**src/rtl/dp_tap_ctrl_if.sv**
```systemverilog
// JTAG pin and boundary-scan chain bundle for dp_tap_ctrl.
// The slave side is the TAP controller; the master side is the pin/chain environment.
interface dp_tap_ctrl_if;
   logic       tck;
   logic       tms;
   logic       tdi;
   logic       tdo;
   logic       tdo_en;
   logic       bsr_si;
   logic       bsr_so;
   logic       shift_dr;
   logic       clk_dr;
   logic       update_dr;
   logic       mode;
   logic [3:0] tap_state;

   modport master (
      output tck, tms, tdi, bsr_so,
      input  tdo, tdo_en, bsr_si, shift_dr, clk_dr, update_dr, mode, tap_state
   );

   modport slave (
      input  tck, tms, tdi, bsr_so,
      output tdo, tdo_en, bsr_si, shift_dr, clk_dr, update_dr, mode, tap_state
   );
endinterface

```
**src/rtl/dp_tap_ctrl.sv**
```systemverilog
// Oversampled IEEE 1149.1 TAP controller in the iclk domain driving a boundary-scan chain.
// Optional IDCODE data register is enabled by defining DP_TAP_IDCODE_EN.
module dp_tap_ctrl #(
   parameter int unsigned      IR_W       = 4,
   parameter logic [IR_W-1:0]  EXTEST     = 4'b0000,
`ifdef DP_TAP_IDCODE_EN
   parameter logic [IR_W-1:0]  IDCODE_OP  = 4'b0010,
   parameter logic [31:0]      IDCODE_VAL = 32'h1000_0001,
`endif
   parameter logic [IR_W-1:0]  SAMPLE     = 4'b0001
) (
   input  logic           iclk,
   input  logic           resetn,
   dp_tap_ctrl_if.slave   bus
);

   typedef enum logic [3:0] {
      TLR      = 4'hF, RTI      = 4'hC,
      SEL_DR   = 4'h7, CAP_DR   = 4'h6, SH_DR    = 4'h2, EX1_DR   = 4'h1,
      PAUSE_DR = 4'h3, EX2_DR   = 4'h0, UPD_DR   = 4'h5,
      SEL_IR   = 4'h4, CAP_IR   = 4'hE, SH_IR    = 4'hA, EX1_IR   = 4'h9,
      PAUSE_IR = 4'hB, EX2_IR   = 4'h8, UPD_IR   = 4'hD
   } tap_state_e;

   localparam logic [IR_W-1:0] IR_CAP = IR_W'(2'b01);
`ifdef DP_TAP_IDCODE_EN
   localparam logic [IR_W-1:0] IR_RST = IDCODE_OP;
`else
   localparam logic [IR_W-1:0] IR_RST = {IR_W{1'b1}};
`endif

   logic [1:0]      tck_sync_r;
   logic [1:0]      tms_sync_r;
   logic [1:0]      tdi_sync_r;
   logic            tck_dly_r;
   logic            tck_rise_s;
   logic            tck_fall_s;
   logic            tms_s;
   logic            tdi_s;
   tap_state_e      state_r;
   tap_state_e      state_nxt_s;
   logic [IR_W-1:0] ir_sr_r;
   logic [IR_W-1:0] ir_r;
   logic            bypass_r;
   logic            bsr_sel_s;
   logic            dr_tdo_s;
   logic            tdo_r;
   logic            tdo_en_r;
   logic            shift_dr_r;
   logic            clk_dr_r;
   logic            update_dr_r;
`ifdef DP_TAP_IDCODE_EN
   logic [31:0]     idcode_sr_r;
`endif

   // Two-flop synchronisers plus a tck delay flop for edge detection.
   always_ff @(posedge iclk or negedge resetn) begin
      if (!resetn) begin
         tck_sync_r <= 2'b00;
         tms_sync_r <= 2'b00;
         tdi_sync_r <= 2'b00;
         tck_dly_r  <= 1'b0;
      end else begin
         tck_sync_r <= {tck_sync_r[0], bus.tck};
         tms_sync_r <= {tms_sync_r[0], bus.tms};
         tdi_sync_r <= {tdi_sync_r[0], bus.tdi};
         tck_dly_r  <= tck_sync_r[1];
      end
   end

   assign tms_s      = tms_sync_r[1];
   assign tdi_s      = tdi_sync_r[1];
   assign tck_rise_s = tck_sync_r[1] & ~tck_dly_r;
   assign tck_fall_s = ~tck_sync_r[1] & tck_dly_r;
   assign bsr_sel_s  = (ir_r == EXTEST) || (ir_r == SAMPLE);

   // TAP state register.
   always_ff @(posedge iclk or negedge resetn) begin
      if (!resetn) begin
         state_r <= TLR;
      end else begin
         state_r <= state_nxt_s;
      end
   end

   // 1149.1 state transitions, taken only on a synchronised tck rising edge.
   always_comb begin
      state_nxt_s = state_r;
      if (tck_rise_s) begin
         case (state_r)
            TLR:      state_nxt_s = tms_s ? TLR    : RTI;
            RTI:      state_nxt_s = tms_s ? SEL_DR : RTI;
            SEL_DR:   state_nxt_s = tms_s ? SEL_IR : CAP_DR;
            CAP_DR:   state_nxt_s = tms_s ? EX1_DR : SH_DR;
            SH_DR:    state_nxt_s = tms_s ? EX1_DR : SH_DR;
            EX1_DR:   state_nxt_s = tms_s ? UPD_DR : PAUSE_DR;
            PAUSE_DR: state_nxt_s = tms_s ? EX2_DR : PAUSE_DR;
            EX2_DR:   state_nxt_s = tms_s ? UPD_DR : SH_DR;
            UPD_DR:   state_nxt_s = tms_s ? SEL_DR : RTI;
            SEL_IR:   state_nxt_s = tms_s ? TLR    : CAP_IR;
            CAP_IR:   state_nxt_s = tms_s ? EX1_IR : SH_IR;
            SH_IR:    state_nxt_s = tms_s ? EX1_IR : SH_IR;
            EX1_IR:   state_nxt_s = tms_s ? UPD_IR : PAUSE_IR;
            PAUSE_IR: state_nxt_s = tms_s ? EX2_IR : PAUSE_IR;
            EX2_IR:   state_nxt_s = tms_s ? UPD_IR : SH_IR;
            UPD_IR:   state_nxt_s = tms_s ? SEL_DR : RTI;
            default:  state_nxt_s = TLR;
         endcase
      end else begin
         state_nxt_s = state_r;
      end
   end

   // Chain strobes; shift_dr is registered alongside clk_dr so the cell sees them together.
   always_ff @(posedge iclk or negedge resetn) begin
      if (!resetn) begin
         shift_dr_r  <= 1'b0;
         clk_dr_r    <= 1'b0;
         update_dr_r <= 1'b0;
      end else begin
         shift_dr_r  <= bsr_sel_s && (state_r == SH_DR);
         clk_dr_r    <= tck_rise_s && bsr_sel_s && ((state_r == CAP_DR) || (state_r == SH_DR));
         update_dr_r <= tck_fall_s && bsr_sel_s && (state_r == UPD_DR);
      end
   end

   // Instruction shift and active registers; TLR holds the active IR at its reset value.
   always_ff @(posedge iclk or negedge resetn) begin
      if (!resetn) begin
         ir_sr_r <= {IR_W{1'b0}};
         ir_r    <= IR_RST;
      end else begin
         if (tck_rise_s && (state_r == CAP_IR)) begin
            ir_sr_r <= IR_CAP;
         end else if (tck_rise_s && (state_r == SH_IR)) begin
            ir_sr_r <= {tdi_s, ir_sr_r[IR_W-1:1]};
         end
         if (state_r == TLR) begin
            ir_r <= IR_RST;
         end else if (tck_fall_s && (state_r == UPD_IR)) begin
            ir_r <= ir_sr_r;
         end
      end
   end

   // Internal data registers: BYPASS and, when enabled, IDCODE.
   always_ff @(posedge iclk or negedge resetn) begin
      if (!resetn) begin
         bypass_r    <= 1'b0;
`ifdef DP_TAP_IDCODE_EN
         idcode_sr_r <= 32'h0000_0000;
`endif
      end else if (tck_rise_s) begin
         if (state_r == CAP_DR) begin
            bypass_r <= 1'b0;
         end else if (state_r == SH_DR) begin
            bypass_r <= tdi_s;
         end
`ifdef DP_TAP_IDCODE_EN
         if ((state_r == CAP_DR) && (ir_r == IDCODE_OP)) begin
            idcode_sr_r <= IDCODE_VAL;
         end else if (state_r == SH_DR) begin
            idcode_sr_r <= {tdi_s, idcode_sr_r[31:1]};
         end
`endif
      end
   end

   // Data register select for tdo.
   always_comb begin
      dr_tdo_s = bypass_r;
      if (bsr_sel_s) begin
         dr_tdo_s = bus.bsr_so;
`ifdef DP_TAP_IDCODE_EN
      end else if (ir_r == IDCODE_OP) begin
         dr_tdo_s = idcode_sr_r[0];
`endif
      end else begin
         dr_tdo_s = bypass_r;
      end
   end

   // tdo/tdo_en change only on tck falling edges; tdo holds outside the shift states.
   always_ff @(posedge iclk or negedge resetn) begin
      if (!resetn) begin
         tdo_r    <= 1'b0;
         tdo_en_r <= 1'b0;
      end else if (tck_fall_s) begin
         tdo_en_r <= (state_r == SH_DR) || (state_r == SH_IR);
         if (state_r == SH_IR) begin
            tdo_r <= ir_sr_r[0];
         end else if (state_r == SH_DR) begin
            tdo_r <= dr_tdo_s;
         end
      end
   end

   assign bus.tdo       = tdo_r;
   assign bus.tdo_en    = tdo_en_r;
   assign bus.bsr_si    = tdi_s;
   assign bus.shift_dr  = shift_dr_r;
   assign bus.clk_dr    = clk_dr_r;
   assign bus.update_dr = update_dr_r;
   assign bus.mode      = (ir_r == EXTEST);
   assign bus.tap_state = state_r;

endmodule

```
**src/flat_wrapper.sv**
```systemverilog
// flat-port wrapper written by rule: the top's interface ports become plain ports
module dp_tap_ctrl_flat 
#(
   parameter int unsigned      IR_W       = 4,
   parameter logic [IR_W-1:0]  EXTEST     = 4'b0000,

   parameter logic [IR_W-1:0]  SAMPLE     = 4'b0001
)
  (iclk, resetn, bus_tck, bus_tms, bus_tdi, bus_bsr_so, bus_tdo, bus_tdo_en, bus_bsr_si, bus_shift_dr, bus_clk_dr, bus_update_dr, bus_mode, bus_tap_state);
  dp_tap_ctrl_if bus_i ();
  input  logic iclk;
  input  logic resetn;
  input wire logic [$bits(bus_i.tck)-1:0] bus_tck;
  input wire logic [$bits(bus_i.tms)-1:0] bus_tms;
  input wire logic [$bits(bus_i.tdi)-1:0] bus_tdi;
  input wire logic [$bits(bus_i.bsr_so)-1:0] bus_bsr_so;
  output wire logic [$bits(bus_i.tdo)-1:0] bus_tdo;
  output wire logic [$bits(bus_i.tdo_en)-1:0] bus_tdo_en;
  output wire logic [$bits(bus_i.bsr_si)-1:0] bus_bsr_si;
  output wire logic [$bits(bus_i.shift_dr)-1:0] bus_shift_dr;
  output wire logic [$bits(bus_i.clk_dr)-1:0] bus_clk_dr;
  output wire logic [$bits(bus_i.update_dr)-1:0] bus_update_dr;
  output wire logic [$bits(bus_i.mode)-1:0] bus_mode;
  output wire logic [$bits(bus_i.tap_state)-1:0] bus_tap_state;
  assign bus_i.tck = bus_tck;
  assign bus_i.tms = bus_tms;
  assign bus_i.tdi = bus_tdi;
  assign bus_i.bsr_so = bus_bsr_so;
  assign bus_tdo = bus_i.tdo;
  assign bus_tdo_en = bus_i.tdo_en;
  assign bus_bsr_si = bus_i.bsr_si;
  assign bus_shift_dr = bus_i.shift_dr;
  assign bus_clk_dr = bus_i.clk_dr;
  assign bus_update_dr = bus_i.update_dr;
  assign bus_mode = bus_i.mode;
  assign bus_tap_state = bus_i.tap_state;
  dp_tap_ctrl #(.IR_W(IR_W), .EXTEST(EXTEST), .SAMPLE(SAMPLE)) u_core (.iclk(iclk), .resetn(resetn), .bus(bus_i));
endmodule
```
**config.mk**
```make
export PLATFORM = sky130hd
export DESIGN_NAME = dp_tap_ctrl_flat
export DESIGN_NICKNAME = d
export VERILOG_FILES = /design/src/rtl/dp_tap_ctrl_if.sv /design/src/rtl/dp_tap_ctrl.sv /design/src/flat_wrapper.sv
export SDC_FILE = /design/constraint.sdc
export NUM_CORES = 1
export LEC_CHECK = 0
export BUFFER_PORTS_ARGS = -buffer_cell sky130_fd_sc_hd__buf_2
export CAP_MARGIN = 40
export CORE_MARGIN = 2
export CORE_UTILIZATION = 46
export CTS_CLUSTER_SIZE = 25
export DETAILED_ROUTE_END_ITERATION = 7
export PLACE_DENSITY_LB_ADDON = 0.15
export RECOVER_POWER = 100
export SYNTH_ARGS = -nofsm -noshare
export SYNTH_HDL_FRONTEND = slang
export SYNTH_SLANG_ARGS = --single-unit
```
**constraint.sdc**
```tcl
create_clock -name iclk -period 1.6 [get_ports iclk]
set_input_delay 0.08 -clock iclk [delete_from_list [all_inputs] [get_ports iclk]]
set_output_delay 0.08 -clock iclk [all_outputs]
set_load 0.005 [all_outputs]
```
# Word level (Yosys, flattened, before mapping)
# Cells that the tools add are included.
# Widths: inputs -> output; s select.
totals:
  ff_bits: 25
  input_bits: 6
  out_inout_bits: 11
  elab_cells: 77
classes:
  eq_ne: 16
  mux: 22
  bitwise_logic: 4
  reduce_logical: 22
ops:
  columns: ["operator", "count"]
  rows:
  - ["$pmux 4 s12", 1]
  - ["$eq 4x4->1 const B", 8]
  - ["$mux 4", 5]
  - ["$eq 4x3->1 const B", 4]
  - ["$mux 2", 6]
  - ["$mux 3", 4]
  - ["$eq 4x1->1 const B", 2]
  - ["$eq 4x2->1 const B", 2]
  - ["$logic_and 1x1->1", 8]
  - ["$logic_not 4->1", 2]
  - ["$reduce_bool 2->1", 4]
  - ["$mux 1", 6]
  - ["$reduce_and 2->1", 2]
  - ["$reduce_or 2->1", 2]
  - ["$logic_or 1x1->1", 3]
  - ["$reduce_or 3->1", 1]
  - ["$and 1x1->1", 2]
  - ["$not 1->1", 2]

# Depth between registers and ports, before layout
depth:
  word_depth: 5
  ltp_mapped: 4
  ltp_nobuf: 3

# Worst setup path before layout
# Ideal clock, no wire load.
synth_path:
  path_kind: "register -> register"
  start: "reg u_core.state_r[0] (netlist: u_core.bus.tap_state[0])"
  end: "reg u_core.ir_sr_r[3]"
  setup_time_ps: 125
  arrival_time_ps: 1252
  required_ps: 1475
  setup_slack_ps: 223
  stages_incl_launch_ff: 5
  n_path_buf: 1
  period_less_slack_ps: 1377
  cell_sequence: "dfstp_2 -> buf_2 -> nand3b_1 -> nor2_1 -> mux2_2"
synth_between:
  elab_chain_cells: 3
  elab_cells_between_ends: 6
  cone_classes: "2 x eq/ne; 1 x mux; 3 x reduce/logical"
synth_rtl:
  columns: ["element", "line_no", "source"]
  rows:
  - ["from (decl)", "dp_tap_ctrl.sv:40", "tap_state_e state_r;"]
  - ["from (signal assigned)", "dp_tap_ctrl.sv:82", "state_r <= state_nxt_s;"]
  - ["$eq 4x4->1 (on tied branches)", "dp_tap_ctrl.sv:133, dp_tap_ctrl.sv:135", null]
  - ["$logic_and 1x1->1 (on tied branches)", "dp_tap_ctrl.sv:133, dp_tap_ctrl.sv:135", null]
  - ["$mux 4 or $reduce_bool 2->1 (tied branches)", null, null]
  - ["to (signal assigned)", "dp_tap_ctrl.sv:130", "ir_sr_r <= {IR_W{1'b0}};"]
  - ["to (signal assigned)", "dp_tap_ctrl.sv:136", "ir_sr_r <= {tdi_s, ir_sr_r[IR_W-1:1]};"]
  - ["to (decl)", "dp_tap_ctrl.sv:42", "logic [IR_W-1:0] ir_sr_r;"]
# Parallel ways exist; a longest one is shown, timed or not.
# A chain may end at the register's enable or synchronous reset.

# Final worst setup path
layout_path:
  start: "reg u_core.state_r[1] (netlist: u_core.bus.tap_state[1])"
  end: "reg u_core.state_r[0] (netlist: u_core.bus.tap_state[0])"
layout_between:
  elab_chain_cells: 3
  elab_cells_between_ends: 20
  cone_classes: "15 x eq/ne; 1 x mux; 4 x reduce/logical"
layout_rtl:
  columns: ["element", "line_no", "source"]
  rows:
  - ["$eq 4x4->1 (tied with other cells)", "dp_tap_ctrl.sv:90", "case (state_r)"]
  - ["$reduce_or 3->1 (no source line) or $reduce_or 2->1 (tied branches)", null, null]
  - ["$pmux 4 s12 *", "dp_tap_ctrl.sv:90", null]
# Every way passes the cells marked *; elsewhere a longest branch is shown, timed or not.

==> impl_metrics.env <==
export IMPL_status="complete, no violations"
export IMPL_post_cts_resized_instances=0
export IMPL_layout_cells_most_common_list="sky130_fd_sc_hd__dfrtp_1, sky130_fd_sc_hd__buf_2, sky130_fd_sc_hd__nor2_1"
export IMPL_totalNegativeSetupSlack_ns=0
export IMPL_power_static_leakage_nw=0.515
export IMPL_period_minus_slack_ns=1.51
export IMPL_part_of_the_total_power_dissipated_in_the_clock_network=0.151
export IMPL_cellPowerDensity_mw_per_mm2=1560
export IMPL_grt_util_met3=0.0400
export IMPL_combPwrFrac=0.310
export IMPL_category_of_the_critical_setup_timing_path="register to register"
export IMPL_worst_endpoint_arrival_ns=1.77
export IMPL_diodes=0
export IMPL_internal_power_mw=1.26
export IMPL_worst_skew_pair_late_latency_ns=0.33
export IMPL_postCtsSetupBuffers=0
export IMPL_yosys_top_cells_area="sky130_fd_sc_hd__dfrtp_1, sky130_fd_sc_hd__dfstp_2, sky130_fd_sc_hd__o21ba_2"
export IMPL_register_clock_pin_slew_on_the_reported_worst_setup_and_hold_paths_ns=0.15
export IMPL_place_hpwl_um=1430
export IMPL_drc=0
export IMPL_synth_top_area_cell="sky130_fd_sc_hd__dfrtp_1"
export IMPL_critPathCaptureType="register"
export IMPL_synth_compound_area_frac=0.175
export IMPL_wl_per_cell_um=14.5
export IMPL_async_set_or_reset_register_ratio_after_synthesis=1.00
export IMPL_postSynthNetCount=101
export IMPL_h_tree_depth=1
export IMPL_power_switching_mw=0.695
export IMPL_cts_sinks=25
export IMPL_synth_simple_gate_area_frac=0.169
export IMPL_routed_vias=819
export IMPL_clock_tree_buffer_depth=2
export IMPL_nNetsFinal=123
export IMPL_finClkSkew_ns=0.00923
export IMPL_die_w_um=52.8
export IMPL_wire_length_of_the_first_global_routing_pass_um=3370
export IMPL_maxCapViolations=0
export IMPL_io_pin_count=17
export IMPL_synth_edf_count=0
export IMPL_distinct_cell_type_count_of_the_synthesized_netlist=35
export IMPL_timing_critical_path_fanout_max=12
export IMPL_core_region_area_mm2=0.00223
export IMPL_detail_route_iter0_violations=10
export IMPL_syn2layout_area_growth_pct=14.5
export IMPL_yosys_register_bits=25
export IMPL_grt_antenna_before_repair=0
export IMPL_final_core_utilization=0.561
export IMPL_number_of_buffers_created_by_cts=3
export IMPL_finalMaxSlewViolations=0
export IMPL_number_of_global_route_vias_before_repair=757
export IMPL_synthesized_instance_count=95
export IMPL_route_final_wire_length_um=2080
export IMPL_timing_worst_slew_pin_value_ns=0.599
export IMPL_synth_xor_area_share=0
export IMPL_hold_viol=0
export IMPL_setup_worst_path_start_class="register"
export IMPL_global_route_usage_met1=0.217
export IMPL_met2_usage=0.269
export IMPL_synth_ff_type="sky130_fd_sc_hd__dfrtp_1"
export IMPL_synthDominantCellAreaShare=0.389
export IMPL_root_buffer="sky130_fd_sc_hd__clkbuf_4"
export IMPL_initial_utilization=0.490
export IMPL_irDropWorstVdd_mv=0.759
export IMPL_die_height_um=52.8
export IMPL_timing_slew_headroom=0.601
export IMPL_synth_top_family_by_area="compound AO/OA/AOI/OAI gates"
export IMPL_cts_tree="built"
export IMPL_layout_drive_gt1_share=0.293
export IMPL_hold_path_class="primary input to register"
export IMPL_floorplan_rows=17
export IMPL_buffers_added_on_ports=16
export IMPL_critical_path_required_ns=1.86
export IMPL_switching_share=0.355
export IMPL_top_usage_layer="met2"
export IMPL_avgSynthCellArea_um2=11.5
export IMPL_grt_max_degree=26
export IMPL_synth_area_mux_share=0.0400
export IMPL_post_synth_design_cell_area_mm2=0.00109
export IMPL_grt_util_all_layers=0.174
export IMPL_die_area_mm2=0.00279
export IMPL_gr_total_overflow=0
export IMPL_final_antenna_net_count=0
export IMPL_unrepaired_setup_endpoints_after_global_routing="no"
export IMPL_yosys_warnings=0
export IMPL_ys_seq_area_frac=0.581
export IMPL_dr_pass1_iters=4
export IMPL_max_clock_freq_mhz=662
export IMPL_period_share=0.945
export IMPL_final_setup_viol_count=0
export IMPL_power_sequential_fraction=0.539
export IMPL_drt_vias_per_instance=5.69
export IMPL_gp_routability_congestion=0.763
export IMPL_commonest_non_fill_non_tap_cell_in_the_layout="sky130_fd_sc_hd__dfrtp_1"
export IMPL_ctsHoldBuffers=4
export IMPL_synth_adder_area_share=0
## final timing paths
| kind | cells after the start | end | slack [ns] | startpoint |
|---|---|---|---|---|
| worst max-delay path | 4 | u_core.bus.tap_state[0]$_DFFE_PN1P_ | 0.09 | u_core.bus.tap_state[1]$_DFFE_PN1P_ |
| worst min-delay path | 4 | u_core.bus.tdo$_DFFE_PN0P_ | 0.25 | bus_bsr_so |
| worst max register to register | 4 | u_core.bus.tap_state[0]$_DFFE_PN1P_ | 0.09 | u_core.bus.tap_state[1]$_DFFE_PN1P_ |
| worst min register to register | 0 | u_core.tdi_sync_r[1]$_DFF_PN0_ | 0.37 | u_core.tdi_sync_r[0]$_DFF_PN0_ |
| max in group asynchronous | 2 | u_core.bus.update_dr$_DFF_PN0_ | 0.94 | resetn |
| min in group asynchronous | 2 | u_core.ir_sr_r[0]$_DFFE_PN0P_ | 0.27 | resetn |
## metrics by stage
step	cells	area (um2)	setup slack [ns]	hold slack (ns)	power (mW)
2_1_floorplan	95	1090	0.223	-0.216	1.46
3_3_place_gp	136	1210	0.185	0.0929	1.67
3_5_place_dp	136	1210	0.147	0.100	1.70
4_1_cts	144	1280	0.130	0.235	2.00
5_1_grt	144	1250	0.0338	0.284	2.09
6_report	144	1250	0.0884	0.249	1.95
## state kept, by name, summed over array words and instances (netlist names)
signal / cells
u_core.bus.clk_dr: 1
u_core.bus.shift_dr: 1
u_core.bus.tap_state: 4
u_core.bus.tdo: 1
u_core.bus.tdo_en: 1
u_core.bus.update_dr: 1
u_core.bypass_r: 1
u_core.ir_r: 4
u_core.ir_sr_r: 4
u_core.tck_dly_r: 1
u_core.tck_sync_r: 2
u_core.tdi_sync_r: 2
u_core.tms_sync_r: 2
## final cells by class
type | instances | area (um2)
Fill cell | 196 | 980
Sequential cell | 25 | 636
Multi-Input combinational cell | 61 | 410
Timing Repair Buffer | 24 | 135
Tap cell | 28 | 35.0
Clock buffer | 3 | 22.5
Clock inverter | 1 | 7.51
Inverter | 2 | 7.51
## power by group through the flow
stage	clock network, mW	logic [mW]	registers, mW
final	0.295	0.606	1.05
after global routing	0.324	0.678	1.08
after CTS	0.308	0.629	1.06
after detailed placement	0	0.620	1.08
after global placement	0	0.607	1.07
after floorplan	0	0.475	0.984
## layer usage
| metal | routed length, um | part of all wire |
|---|---|---|
| met4 | 35 | 0.017 |
| met5 | 0 | 0 |
| met3 | 125 | 0.060 |
| met2 | 974 | 0.47 |
| met1 | 948 | 0.46 |
## cells by family after synthesis
| kind of cell | after synthesis |
|---|---|
| DFF | 25 |
| AOI/OAI and AO/OA | 26 |
| and+or+nand+nor | 31 |
| muxes | 4 |
| buffers and inverters | 9 |
## cells in the mapped netlist (2+ instances only)
cell,instances
sky130_fd_sc_hd__dfstp_2,8
sky130_fd_sc_hd__nor2b_1,2
sky130_fd_sc_hd__buf_2,4
sky130_fd_sc_hd__or3_4,2
sky130_fd_sc_hd__clkbuf_1,3
sky130_fd_sc_hd__nor4_1,5
sky130_fd_sc_hd__a21oi_1,4
sky130_fd_sc_hd__o21ba_2,4
sky130_fd_sc_hd__nand2b_1,6
sky130_fd_sc_hd__nor3_1,2
sky130_fd_sc_hd__inv_1,2
sky130_fd_sc_hd__nor2_1,7
sky130_fd_sc_hd__dfrtp_1,17
sky130_fd_sc_hd__o21ai_0,6
sky130_fd_sc_hd__mux2_2,3
## worst max-delay path, cell delays in order, from the launching register on
cell and delay (ns):
sky130_fd_sc_hd__dfstp_1 0.57, sky130_fd_sc_hd__clkbuf_2 0.25, sky130_fd_sc_hd__a21bo_2 0.25, sky130_fd_sc_hd__a211oi_1 0.28, sky130_fd_sc_hd__a21oi_1 0.11
(Power assumes the default switching activity.)
